### src/rtl/adder_pkg.sv
// Shared helpers for the pipelined adder: parameter legality and chunk sizing.
package adder_pkg;

  function automatic bit cfg_legal(int width, int stages);
    return (stages >= 1) && (stages <= width) && ((width % stages) == 0);
  endfunction

  function automatic int chunk_w(int width, int stages);
    return (stages >= 1) ? width / stages : width;
  endfunction

endpackage

### src/rtl/full_adder.sv
// Single-bit full adder cell used to build the ripple chains.
module full_adder (
  input  logic a_i,
  input  logic b_i,
  input  logic c_i,
  output logic s_o,
  output logic c_o
);
  assign s_o = a_i ^ b_i ^ c_i;
  assign c_o = (a_i & b_i) | (c_i & (a_i ^ b_i));
endmodule

### src/rtl/rca_chunk.sv
// Combinational N-bit ripple chain; also exposes the carry into its MSB for overflow.
module rca_chunk #(
  parameter int N = 4
) (
  input  logic [N-1:0] a_i,
  input  logic [N-1:0] b_i,
  input  logic         cin_i,
  output logic [N-1:0] sum_o,
  output logic         cout_o,
  output logic         cmsb_o
);
  logic [N:0] c;

  assign c[0] = cin_i;

  for (genvar i = 0; i < N; i++) begin : g_fa
    full_adder u_fa (
      .a_i(a_i[i]),
      .b_i(b_i[i]),
      .c_i(c[i]),
      .s_o(sum_o[i]),
      .c_o(c[i+1])
    );
  end

  assign cout_o = c[N];
  assign cmsb_o = c[N-1];
endmodule

### src/rtl/pipelined_adder.sv
// WIDTH-bit adder whose carry chain is cut into STAGES registered chunks,
// with a global-stall valid/ready handshake on both sides.
module pipelined_adder
  import adder_pkg::*;
#(
  parameter int WIDTH  = 8,
  parameter int STAGES = 2
) (
  input  logic             clk,
  input  logic             rst,
  input  logic             in_valid,
  output logic             in_ready,
  input  logic [WIDTH-1:0] a,
  input  logic [WIDTH-1:0] b,
  input  logic             cin,
  output logic             out_valid,
  input  logic             out_ready,
  output logic [WIDTH-1:0] sum,
  output logic             cout,
  output logic             ovf
);
  localparam int CH = chunk_w(WIDTH, STAGES);
  localparam int L  = STAGES - 1;

  typedef struct packed {
    logic [WIDTH-1:0] sum;
    logic             cout;
    logic             ovf;
  } sum_result_t;

  if (!cfg_legal(WIDTH, STAGES)) begin : g_bad_cfg
    $error("pipelined_adder: need 1 <= STAGES <= WIDTH and WIDTH %% STAGES == 0");
  end

  logic [STAGES-1:0]            v_q, v_d, c_q, c_d, c_in;
  logic [STAGES-1:0][WIDTH-1:0] s_q, s_d, s_in;
  logic [STAGES-1:0][CH-1:0]    cs;
  logic [WIDTH-1:0]             a_q [STAGES];
  logic [WIDTH-1:0]             b_q [STAGES];
  logic [WIDTH-1:0]             a_in [STAGES];
  logic [WIDTH-1:0]             b_in [STAGES];
  logic                         cm [STAGES];
  logic                         ovf_q, advance;
  sum_result_t                  res;

  assign advance  = !v_q[L] || out_ready;
  assign in_ready = advance;

  for (genvar k = 0; k < STAGES; k++) begin : g_stg
    if (k == 0) begin : g_head
      assign v_d[0]  = in_valid;
      assign a_in[0] = a;
      assign b_in[0] = b;
      assign c_in[0] = cin;
      assign s_in[0] = '0;
    end else begin : g_body
      assign v_d[k]  = v_q[k-1];
      assign a_in[k] = a_q[k-1];
      assign b_in[k] = b_q[k-1];
      assign c_in[k] = c_q[k-1];
      assign s_in[k] = s_q[k-1];
    end

    rca_chunk #(.N(CH)) u_rca (
      .a_i   (a_in[k][k*CH +: CH]),
      .b_i   (b_in[k][k*CH +: CH]),
      .cin_i (c_in[k]),
      .sum_o (cs[k]),
      .cout_o(c_d[k]),
      .cmsb_o(cm[k])
    );

    // Chunks above k are still zero here, so OR-ing places this chunk in situ.
    assign s_d[k] = s_in[k] | (WIDTH'(cs[k]) << (k * CH));
  end

  always_ff @(posedge clk or posedge rst) begin
    if (rst) begin
      v_q   <= '0;
      c_q   <= '0;
      s_q   <= '0;
      ovf_q <= 1'b0;
      for (int k = 0; k < STAGES; k++) begin
        a_q[k] <= '0;
        b_q[k] <= '0;
      end
    end else if (advance) begin
      v_q   <= v_d;
      c_q   <= c_d;
      s_q   <= s_d;
      ovf_q <= c_d[L] ^ cm[L];
      for (int k = 0; k < STAGES; k++) begin
        a_q[k] <= a_in[k];
        b_q[k] <= b_in[k];
      end
    end
  end

  assign res       = '{sum: s_q[L], cout: c_q[L], ovf: ovf_q};
  assign sum       = res.sum;
  assign cout      = res.cout;
  assign ovf       = res.ovf;
  assign out_valid = v_q[L];
endmodule

### config.mk
export PLATFORM = sky130hd
export DESIGN_NAME = pipelined_adder
export DESIGN_NICKNAME = d
export VERILOG_FILES = /design/src/rtl/adder_pkg.sv /design/src/rtl/full_adder.sv /design/src/rtl/rca_chunk.sv /design/src/rtl/pipelined_adder.sv
export SDC_FILE = /design/constraint.sdc
export NUM_CORES = 1
export LEC_CHECK = 0
export BUFFER_PORTS_ARGS = -buffer_cell sky130_fd_sc_hd__buf_4
export CAP_MARGIN = 20
export CORE_MARGIN = 8
export CORE_UTILIZATION = 30
export CTS_CLUSTER_SIZE = 30
export DETAILED_ROUTE_END_ITERATION = 8
export SKIP_CTS_REPAIR_TIMING = 1
export SYNTH_ARGS = -nofsm -noshare
export SYNTH_HDL_FRONTEND = slang
export SYNTH_SLANG_ARGS = --single-unit
### constraint.sdc
create_clock -name clk -period 4.1 [get_ports clk]
set_clock_uncertainty 0.1 [all_clocks]
set_input_delay 0.82 -clock clk [delete_from_list [all_inputs] [get_ports clk]]
set_output_delay 0.82 -clock clk [all_outputs]
set_load 0.1 [all_outputs]
==> summary.txt, run 1 <==
CTS
  • Clk buf depth: 2
  • Inserted Clock Buffers: 3
  • Root buf cell: clkbuf_8
  • Worst-path clk slew: 80 ps
  • Clk sinks: 25
  • CTS tree: done
  • Later-pin clock latency in the skew report: 260 ps
  • H-tree Lvls: 1

Pwr
  • Net Sw Frac: 48.5%
  • VDD IR-drop max: 0.218 mV
  • Psw: 0.491 mW
  • Sequential power share: 34.2%
  • Clock Power Share: 13.7%
  • PD cells: 657 nW/um2
  • Comb power frac: 52.0%
  • P_leak: 0.761 nW
  • P_int: 0.522 mW

Yosys
  • Synth Cell Area: 1230 um2
  • Syn_area_per_cell: 14.6 um2
  • Post-Synthesis Cells: 84
  • Synth warn: 0
  • Synth Net Count: 113
  • Yosys reg bits: 25
  • Yosys cell types: 11
  • Sequential fraction of the synthesis area: 50.9%

Cells and area
  • Layout Cells excl Fill: 168
  • Most common cell after layout, fill and taps aside: buf_4
  • Layout Area Growth over Synthesis: 25.6%
  • Finished Cell Area: 1540 um2
  • Share of cells above drive strength 1: 46.6%
  • Total Nets Final: 148
  • Fill cells: 388
  • # diodes: 0
  • Final Util: 38.8%
  • Most frequent cells in the layout: buf_4, dfrtp_1, inv_1, mux2_4, fa_1

Floorplan
  • Die Y: 80.0 um
  • Ports: 33
  • Die W: 80.0 um
  • FP Rows: 23
  • Core area: 3970 um2
  • Die area: 6400 um2
  • Starting density of the core: 30.9%

Critical path
  • CP Data Arrival Time: 2600 ps
  • Critical path endpoint category: register
  • Critical Path RT: 4190 ps
  • Crit Path Category: input pin to register
  • R2r endpoint: ovf$_DFFE_PP0P_
  • Crit Path Max Fanout: 1
  • Crit. Startpoint: a[0]
  • Worst Reg-to-Reg Cells: 9
  • Setup crit end: s_in[11]$_DFFE_PP0P_
  • Worst reg2reg path startpoint: a_in[4]$_DFFE_PP0P_
  • Nature of the critical path startpoint: input pin
  • R2R setup slack: 1770 ps

Drt
  • Routed via count: 713
  • Total Wirelength: 2400 um
  • Initial drt markers: 34
  • Drt drc: 0
  • Antenna Nets Post-Route: 0
  • Vias/cell: 4.24
  • Wire length per cell: 14.3 um
  • DR pass1 iterations: 4

Timing
  • Fmax: 398 MHz
  • Final critical-path setup slack: 1590 ps
  • Worst Tran Pin Value: 914 ps
  • Slew Viols, Final: 0
  • Setup TNS: 0 ps
  • Final-report setup violation count: 0
  • Period utilization: 61.3%
  • Slew headroom: 39.0%
  • Hold violation total from the final report: 0
  • RSZ-0062 raised after global routing: no
  • Minimum clock period: 2510 ps

Place
  • Routability congestion estimate: 0.676
  • Placed Area: 1500 um2
  • Hpwl dp: 1860 um
  • Pre-CTS setup slack: 1300 ps
  • Cell count after placement: 164
  • Port Buf Inserts: 32

GRT
  • GRT Util Overall: 7.88%
  • Largest net degree at the start of global routing: 26
  • Initial antenna violation count: 0
  • Grt total ovfl: 0
  • First-pass GRT wire length: 3970 um
  • Vias in the first global route: 813

Worst hold path
  • Tightest Hold Check Type: register to register
  • WHS Path Cells: 1

Flow run
  • Max-cap viol count: 0

Outcome
  • Status: finished clean
[synth_stat cells]
cell      instances  share of area, %
dfrtp_1          25                51
inv_1            15               4.6
mux2_4           12                15
fa_1              8                13
a21oi_1           6               2.4
mux2_2            6               5.5
nor3b_1           6               3.7
buf_6             2               1.8
nand2b_1          2               1.0
buf_12            1               1.6
xnor2_1           1              0.71
[routing by layer]
| layer | part of all wire (%) | up-vias | wire [um] | track usage (%) |
|---|---|---|---|---|
| met2 | 52 | 18 | 1240 | 13.1 |
| met4 | 1.7 | 0 | 40 | 2.55 |
| met5 | 0 | - | 0 | 0 |
| met3 | 5.5 | 4 | 133 | 2.82 |
| li1 | - | 333 | - | - |
| met1 | 41 | 358 | 991 | 9.17 |
[stage by stage]
stage	power [mW]	hold slack [ps]
floorplan	0.769	335
global placement	0.876	352
detailed placement	0.885	355
CTS	1.03	378
global route	1.06	396
finish	1.01	379
[cell families after synthesis]
| group | share of synthesized area, % |
|---|---|
| flip-flops | 50.9 |
| buffers and inverters | 8.04 |
| multiplexers | 20.2 |
| adder cells (fa/ha/maj) | 13.0 |
| AND/OR/NAND/NOR | 4.68 |
| AO/OA/AOI/OAI | 2.44 |
| XOR/XNOR | 0.713 |
[registers in the layout, indices dropped and copies added (netlist names)]
| register | flops |
|---|---|
| sum | 8 |
| v_q | 2 |
| c_q | 2 |
| s_in | 4 |
| b_in | 4 |
| a_in | 4 |
| ovf | 1 |
[critical path, cell delays in order]
cell     delay (ps)
buf_4           110
inv_1            70
fa_1            170
inv_1            50
fa_1            410
fa_1            370
inv_1            80
fa_1            410
a21oi_1         130
[power groups by stage]
stage / Combinational [mW] / Clock, mW / Sequential (mW)
finish: 0.527 / 0.139 / 0.347
global route: 0.552 / 0.157 / 0.356
CTS: 0.533 / 0.145 / 0.348
detailed placement: 0.532 / 0 / 0.353
global placement: 0.527 / 0 / 0.350
floorplan: 0.136 / 0 / 0.633
[how the worst min path moves through the flow]
stage	from	endpoint	slack, ps
after global placement	v_q[0]$_DFFE_PP0P_	v_q[1]$_DFFE_PP0P_	350
after floorplan	v_q[0]$_DFFE_PP0P_	v_q[1]$_DFFE_PP0P_	330
after detailed placement	v_q[0]$_DFFE_PP0P_	v_q[1]$_DFFE_PP0P_	350
after CTS	v_q[0]$_DFFE_PP0P_	v_q[1]$_DFFE_PP0P_	380
after global routing	v_q[0]$_DFFE_PP0P_	v_q[1]$_DFFE_PP0P_	400
final	v_q[0]$_DFFE_PP0P_	v_q[1]$_DFFE_PP0P_	380
[final cells by class]
type                            instances  area [um2]  share of cell area [%]
Sequential cell                        25         626                    40.6
Multi-Input combinational cell         41         504                    32.7
Timing Repair Buffer                   33         248                    16.1
Tap cell                               50        62.6                    4.06
Inverter                               15        56.3                    3.65
Clock buffer                            3        41.3                    2.68
Clock inverter                          1        5.00                   0.324
(Power assumes the default switching activity.)
==> inputs of run 2 (changes only) <==
==> constraint.sdc (replaced) <==
create_clock -name clk -period 2.3 [get_ports clk]
set_clock_uncertainty 0.1 [all_clocks]
set_input_delay 0.46 -clock clk [delete_from_list [all_inputs] [get_ports clk]]
set_output_delay 0.46 -clock clk [all_outputs]
set_load 0.1 [all_outputs]
==> summary.txt, run 2 (synthesis gave the netlist of run 1 again) <==
Outcome
  • Status: finished clean (unchanged)

Cells and area
  • Most common cell after layout, fill and taps aside: buf_4 (unchanged)
  • # diodes: 0 (unchanged)
  • Layout Area Growth over Synthesis: 28.0% (was 25.6%)
  • Total Nets Final: 151 (was 148)
  • Max reg flops: 8 (unchanged)
  • Share of cells above drive strength 1: 50.4% (was 46.6%)
  • Finished Cell Area: 1570 um2 (was 1540 um2)
  • Most frequent cells in the layout: buf_4, dfrtp_1, inv_1, mux2_4 (was buf_4, dfrtp_1, inv_1, mux2_4, fa_1)

Critical path
  • Crit Path Max Fanout: 2 (was 1)
  • Critical path endpoint category: register (unchanged)
  • CP bufs+invs: 3 (was 4)
  • CP Data Arrival Time: 2370 ps (was 2600 ps)
  • Crit Path Category: register to register (was input pin to register)
  • Worst-path cell chain: fa_1, inv_1, fa_1, inv_1, fa_2, inv_2, fa_2, a21oi_2 (was buf_4, inv_1, fa_1, inv_1, fa_1, fa_1, inv_1, fa_1, a21oi_1)
  • Worst Reg-to-Reg Cells: 8 (was 9)
  • Nature of the critical path startpoint: register (was input pin)
  • Critical Path RT: 2390 ps (was 4190 ps)
  • Worst-path cell with the longest stage delay: fa_2 (was fa_1)
  • WP depth: 8 (was 9)
  • CP max stage delay: 430 ps (was 410 ps)
  • Crit path max-delay family: adder cells (unchanged)

Pwr
  • Comb power frac: 52.6% (was 52.0%)
  • Sequential power share: 33.7% (was 34.2%)
  • Psw: 0.890 mW (was 0.491 mW)
  • Total Power: 1.84 mW (was 1.01 mW)
  • P_leak: 0.770 nW (was 0.761 nW)
  • VDD IR-drop max: 0.428 mV (was 0.218 mV)
  • PD cells: 1170 nW/um2 (was 657 nW/um2)
  • Net Sw Frac: 48.4% (was 48.5%)
  • Clock Power Share: 13.7% (about the same)
  • P_int: 0.951 mW (was 0.522 mW)

GRT
  • Largest net degree at the start of global routing: 26 (unchanged)
  • Vias in the first global route: 828 (was 813)
  • Initial antenna violation count: 0 (unchanged)
  • Grt total ovfl: 0 (unchanged)
  • First-pass GRT wire length: 4130 um (was 3970 um)
  • GRT Util Overall: 8.00% (was 7.88%)

Floorplan
  • FP Rows: 23 (unchanged)
  • Die Y: 80.0 um (unchanged)
  • Core area: 3970 um2 (unchanged)
  • Ports: 33 (unchanged)
  • Die W: 80.0 um (unchanged)
  • Die area: 6400 um2 (unchanged)
  • Starting density of the core: 30.9% (unchanged)

CTS
  • Worst-path clk slew: 90 ps (was 80 ps)
  • Inserted Clock Buffers: 3 (unchanged)
  • H-tree Lvls: 1 (unchanged)
  • Clk buf depth: 2 (unchanged)
  • Later-pin clock latency in the skew report: 260 ps (about the same)
  • Root buf cell: clkbuf_8 (unchanged)
  • Clk sinks: 25 (unchanged)
  • CTS tree: done (unchanged)

Drt
  • Vias/cell: 4.30 (was 4.24)
  • Antenna Nets Post-Route: 0 (unchanged)
  • DR pass1 iterations: 2 (was 4)
  • Routed via count: 736 (was 713)
  • Drt drc: 0 (unchanged)
  • Wire length per cell: 14.3 um (about the same)
  • Initial drt markers: 29 (was 34)
  • Total Wirelength: 2450 um (was 2400 um)

Timing
  • RSZ-0062 raised after global routing: yes (was no)
  • Slew headroom: 78.7% (was 39.0%)
  • Period utilization: 98.8%
  • Hold violation total from the final report: 0 (unchanged)
  • Minimum clock period: 2270 ps
  • Slew Viols, Final: 0 (unchanged)
  • Final-report setup violation count: 0 (unchanged)
  • Worst Tran Pin Value: 320 ps (was 914 ps)
  • Fmax: 440 MHz

Worst hold path
  • Tightest Hold Check Type: input pin to async pin (was register to register)

Flow run
  • Max-cap viol count: 0 (unchanged)

Place
  • Placed Area: 1520 um2 (was 1500 um2)
  • Hpwl dp: 1860 um (unchanged)
  • Routability congestion estimate: 0.672 (was 0.676)
  • Port Buf Inserts: 32 (unchanged)
==> run 2: cell types whose count changed in the layout (fill, tap and decap cells not counted), sizes merged <==
cell,previous run,this run
buf,33,36
clkbuf,3,4
clkinv,1,0
==> run 2: per-layer routing <==
metal  share of wire, %  up-vias  track usage (%)  wire [um]
li1                   -      337                -          -
met1                 41      381             10.1       1000
met2                 54       16             12.9       1330
met3                4.3        2             1.80        105
met4               0.65        0             3.27         16
met5                  0        -                0          0
==> run 2: final timing paths <==
kind / from / endpoint / slack [ps]
setup / recovery: a_in[4]$_DFFE_PP0P_ / sum[7]$_DFFE_PP0P_ / 30
hold / removal: rst / sum[2]$_DFFE_PP0P_ / 140
setup reg to reg: a_in[4]$_DFFE_PP0P_ / sum[7]$_DFFE_PP0P_ / 30
hold reg to reg: v_q[0]$_DFFE_PP0P_ / v_q[1]$_DFFE_PP0P_ / 370
max in group asynchronous: rst / b_in[4]$_DFFE_PP0P_ / 1710
min in group clk: a[7] / a_in[7]$_DFFE_PP0P_ / 320
==> run 2: worst reg2reg max path, cell delays in order (launching register included) <==
cell and delay (ps):
dfrtp_1 410, fa_1 410, inv_1 70, fa_1 150
inv_1 50, fa_2 370, inv_2 70, fa_2 430
a21oi_2 150
==> run 2: through the flow <==
step	cells	utilization [%]	setup WS [ps]	hold slack (ps)	TNS [ps]
after floorplan	84	-	75.8	335	0
after global placement	167	38.2	-72.0	352	-72.0
after detailed placement	167	38.2	-79.9	350	-114
after CTS	171	39.4	-44.8	153	-44.8
after global routing	171	39.6	-78.1	166	-145
final	171	39.6	27.4	143	0
==> run 2: power by group through the flow <==
stage / combinational (mW) / clock (mW) / sequential, mW
3_3_place_gp: 0.950 / 0 / 0.623
6_report: 0.968 / 0.253 / 0.620
2_1_floorplan: 0.243 / 0 / 1.13
3_5_place_dp: 0.961 / 0 / 0.628
4_1_cts: 0.962 / 0.263 / 0.620
5_1_grt: 1.01 / 0.284 / 0.638
==> run 2: final cells by class <==
type / count / area, um2
multi-input cells: 41 / 513
flip-flops and latches: 25 / 626
inverters: 15 / 56.3
fillers: 395 / 2400
repair buffers: 36 / 270
clock buffers: 4 / 45.0
well taps: 50 / 62.6
==> inputs of run 3 (changes only) <==
==> constraint.sdc (replaced) <==
create_clock -name clk -period 2.1 [get_ports clk]
set_clock_uncertainty 0.1 [all_clocks]
set_input_delay 0.42 -clock clk [delete_from_list [all_inputs] [get_ports clk]]
set_output_delay 0.42 -clock clk [all_outputs]
set_load 0.1 [all_outputs]
==> summary.txt, run 3 (synthesis gave the netlist of run 1 again) <==
Pwr
  • PD cells: 1270 nW/um2 (was 1170 nW/um2)
  • Sequential power share: 33.6% (was 33.7%)
  • P_leak: 0.772 nW (was 0.770 nW)
  • P_int: 1.04 mW (was 0.951 mW)
  • Comb power frac: 52.6% (about the same)
  • Psw: 0.972 mW (was 0.890 mW)
  • VDD IR-drop max: 0.453 mV (was 0.428 mV)
  • Clock Power Share: 13.8% (was 13.7%)
  • Net Sw Frac: 48.3% (was 48.4%)
  • Total Power: 2.01 mW (was 1.84 mW)

Cells and area
  • Most common cell after layout, fill and taps aside: buf_4 (unchanged)
  • Max reg flops: 8 (unchanged)
  • Final Util: 40.1% (was 39.6%)
  • Most frequent cells in the layout: buf_4, dfrtp_1, mux2_4, inv_1 (was buf_4, dfrtp_1, inv_1, mux2_4)
  • Finished Cell Area: 1590 um2 (was 1570 um2)
  • Share of cells above drive strength 1: 56.6% (was 50.4%)
  • Layout Area Growth over Synthesis: 29.5% (was 28.0%)
  • Total Nets Final: 152 (was 151)
  • Fill cells: 391 (was 395)
  • # diodes: 0 (unchanged)

CTS
  • H-tree Lvls: 1 (unchanged)
  • Inserted Clock Buffers: 3 (unchanged)
  • CTS tree: done (unchanged)
  • Clk buf depth: 2 (unchanged)
  • Worst-path clk slew: 80 ps (was 90 ps)
  • Later-pin clock latency in the skew report: 260 ps (about the same)
  • Root buf cell: clkbuf_8 (unchanged)
  • Clk sinks: 25 (unchanged)

Worst hold path
  • Tightest Hold Check Type: input pin to async pin (unchanged)

Drt
  • Drt drc: 0 (unchanged)
  • Initial drt markers: 19 (was 29)
  • Total Wirelength: 2340 um (was 2450 um)
  • Antenna Nets Post-Route: 0 (unchanged)
  • Routed via count: 729 (was 736)
  • Met1 wire length: 954 um (was 1000 um)
  • Vias/cell: 4.24 (was 4.30)
  • Top layer in use: met4 (unchanged)
  • DR WL met2: 1210 um (was 1330 um)
  • Met3 WL: 150 um (was 105 um)
  • Wire length per cell: 13.6 um (was 14.3 um)
  • DR pass1 iterations: 3 (was 2)

Timing
  • Slew headroom: 78.9% (was 78.7%)
  • Slew Viols, Final: 0 (unchanged)
  • Setup TNS: -238 ps (was 0 ps)
  • Final critical-path setup slack: -131 ps (was 27.4 ps)
  • Period utilization: 106% (was 98.8%)
  • Final-report setup violation count: 2 (was 0)
  • Minimum clock period: 2230 ps (was 2270 ps)
  • Hold violation total from the final report: 0 (unchanged)
  • Worst Tran Pin Value: 317 ps (was 320 ps)
  • RSZ-0062 raised after global routing: yes (unchanged)
  • Fmax: 448 MHz (was 440 MHz)

GRT
  • Grt total ovfl: 0 (unchanged)
  • GRT Util Overall: 7.93% (was 8.00%)
  • Initial antenna violation count: 0 (unchanged)
  • Vias in the first global route: 807 (was 828)
  • First-pass GRT wire length: 4020 um (was 4130 um)
  • Largest net degree at the start of global routing: 26 (unchanged)

Place
  • Placed Area: 1540 um2 (was 1520 um2)
  • Routability congestion estimate: 0.696 (was 0.672)
  • Pre-CTS setup slack: -208 ps (was -79.9 ps)
  • Port Buf Inserts: 32 (unchanged)
  • Hpwl dp: 1860 um (about the same)

Floorplan
  • Starting density of the core: 30.9% (unchanged)
  • Die area: 6400 um2 (unchanged)
  • FP Rows: 23 (unchanged)
  • Ports: 33 (unchanged)
  • Die W: 80.0 um (unchanged)
  • Core area: 3970 um2 (unchanged)
  • Die Y: 80.0 um (unchanged)

Outcome
  • Failing checks: negative setup slack
  • Status: finished, violations left (was finished clean)

Critical path
  • Worst reg2reg path startpoint: a_in[4]$_DFFE_PP0P_ (unchanged)
  • Critical Path RT: 2150 ps (was 2390 ps)
  • R2r endpoint: ovf$_DFFE_PP0P_ (was sum[7]$_DFFE_PP0P_)
  • Crit Path Category: register to register (unchanged)
  • Critical path endpoint category: register (unchanged)
  • Setup crit end: ovf$_DFFE_PP0P_ (was sum[7]$_DFFE_PP0P_)
  • Crit. Startpoint: a_in[4]$_DFFE_PP0P_ (unchanged)
  • R2R setup slack: -130 ps (was 30 ps)
  • Worst Reg-to-Reg Cells: 9 (was 8)
  • Nature of the critical path startpoint: register (unchanged)
  • CP Data Arrival Time: 2290 ps (was 2370 ps)
  • Crit Path Max Fanout: 2 (unchanged)

Flow run
  • Max-cap viol count: 0 (unchanged)
-- run 3: routing by layer --
layer / track usage, % / vias to the layer above
li1: - / 341
met1: 9.12 / 365
met2: 13.3 / 21
met3: 2.93 / 2
met4: 2.36 / 0
met5: 0 / -
-- run 3: final cells by class --
| cell class | count | area [um2] | share of cell area (%) |
|---|---|---|---|
| Sequential cell | 25 | 626 | 39.3 |
| Timing Repair Buffer | 37 | 278 | 17.5 |
| Clock buffer | 3 | 41.3 | 2.59 |
| Inverter | 15 | 56.3 | 3.54 |
| Clock inverter | 1 | 5.00 | 0.314 |
| Tap cell | 50 | 62.6 | 3.93 |
| Multi-Input combinational cell | 41 | 523 | 32.9 |
-- run 3: metrics by stage --
stage          hold WS (ps)  cells
2_1_floorplan           335     84
3_3_place_gp            353    168
3_5_place_dp            361    168
4_1_cts                 103    172
5_1_grt                 107    172
6_report               93.6    172
-- run 3: power groups by stage --
stage | logic [mW] | registers, mW | clock network, mW
after floorplan | 0.274 | 1.24 | 0
after global placement | 1.05 | 0.682 | 0
after detailed placement | 1.07 | 0.686 | 0
after CTS | 1.07 | 0.679 | 0.295
after global routing | 1.11 | 0.696 | 0.323
final | 1.06 | 0.677 | 0.278
-- run 3: critical path, cell delays in order, from the launching register on --
cell	delay, ps
dfrtp_1	410
fa_2	390
inv_2	60
fa_2	180
inv_2	40
fa_2	360
inv_2	70
fa_2	200
xnor2_1	70
mux2_4	250
-- run 3: worst min-delay path by stage --
stage	slack, ps	endpoint	cells after the start	start
after floorplan	330	v_q[1]$_DFFE_PP0P_	1	v_q[0]$_DFFE_PP0P_
after global placement	350	v_q[1]$_DFFE_PP0P_	1	v_q[0]$_DFFE_PP0P_
after detailed placement	360	v_q[1]$_DFFE_PP0P_	1	v_q[0]$_DFFE_PP0P_
after CTS	100	sum[1]$_DFFE_PP0P_	3	rst
after global routing	110	s_in[9]$_DFFE_PP0P_	3	rst
final	90	s_in[9]$_DFFE_PP0P_	3	rst
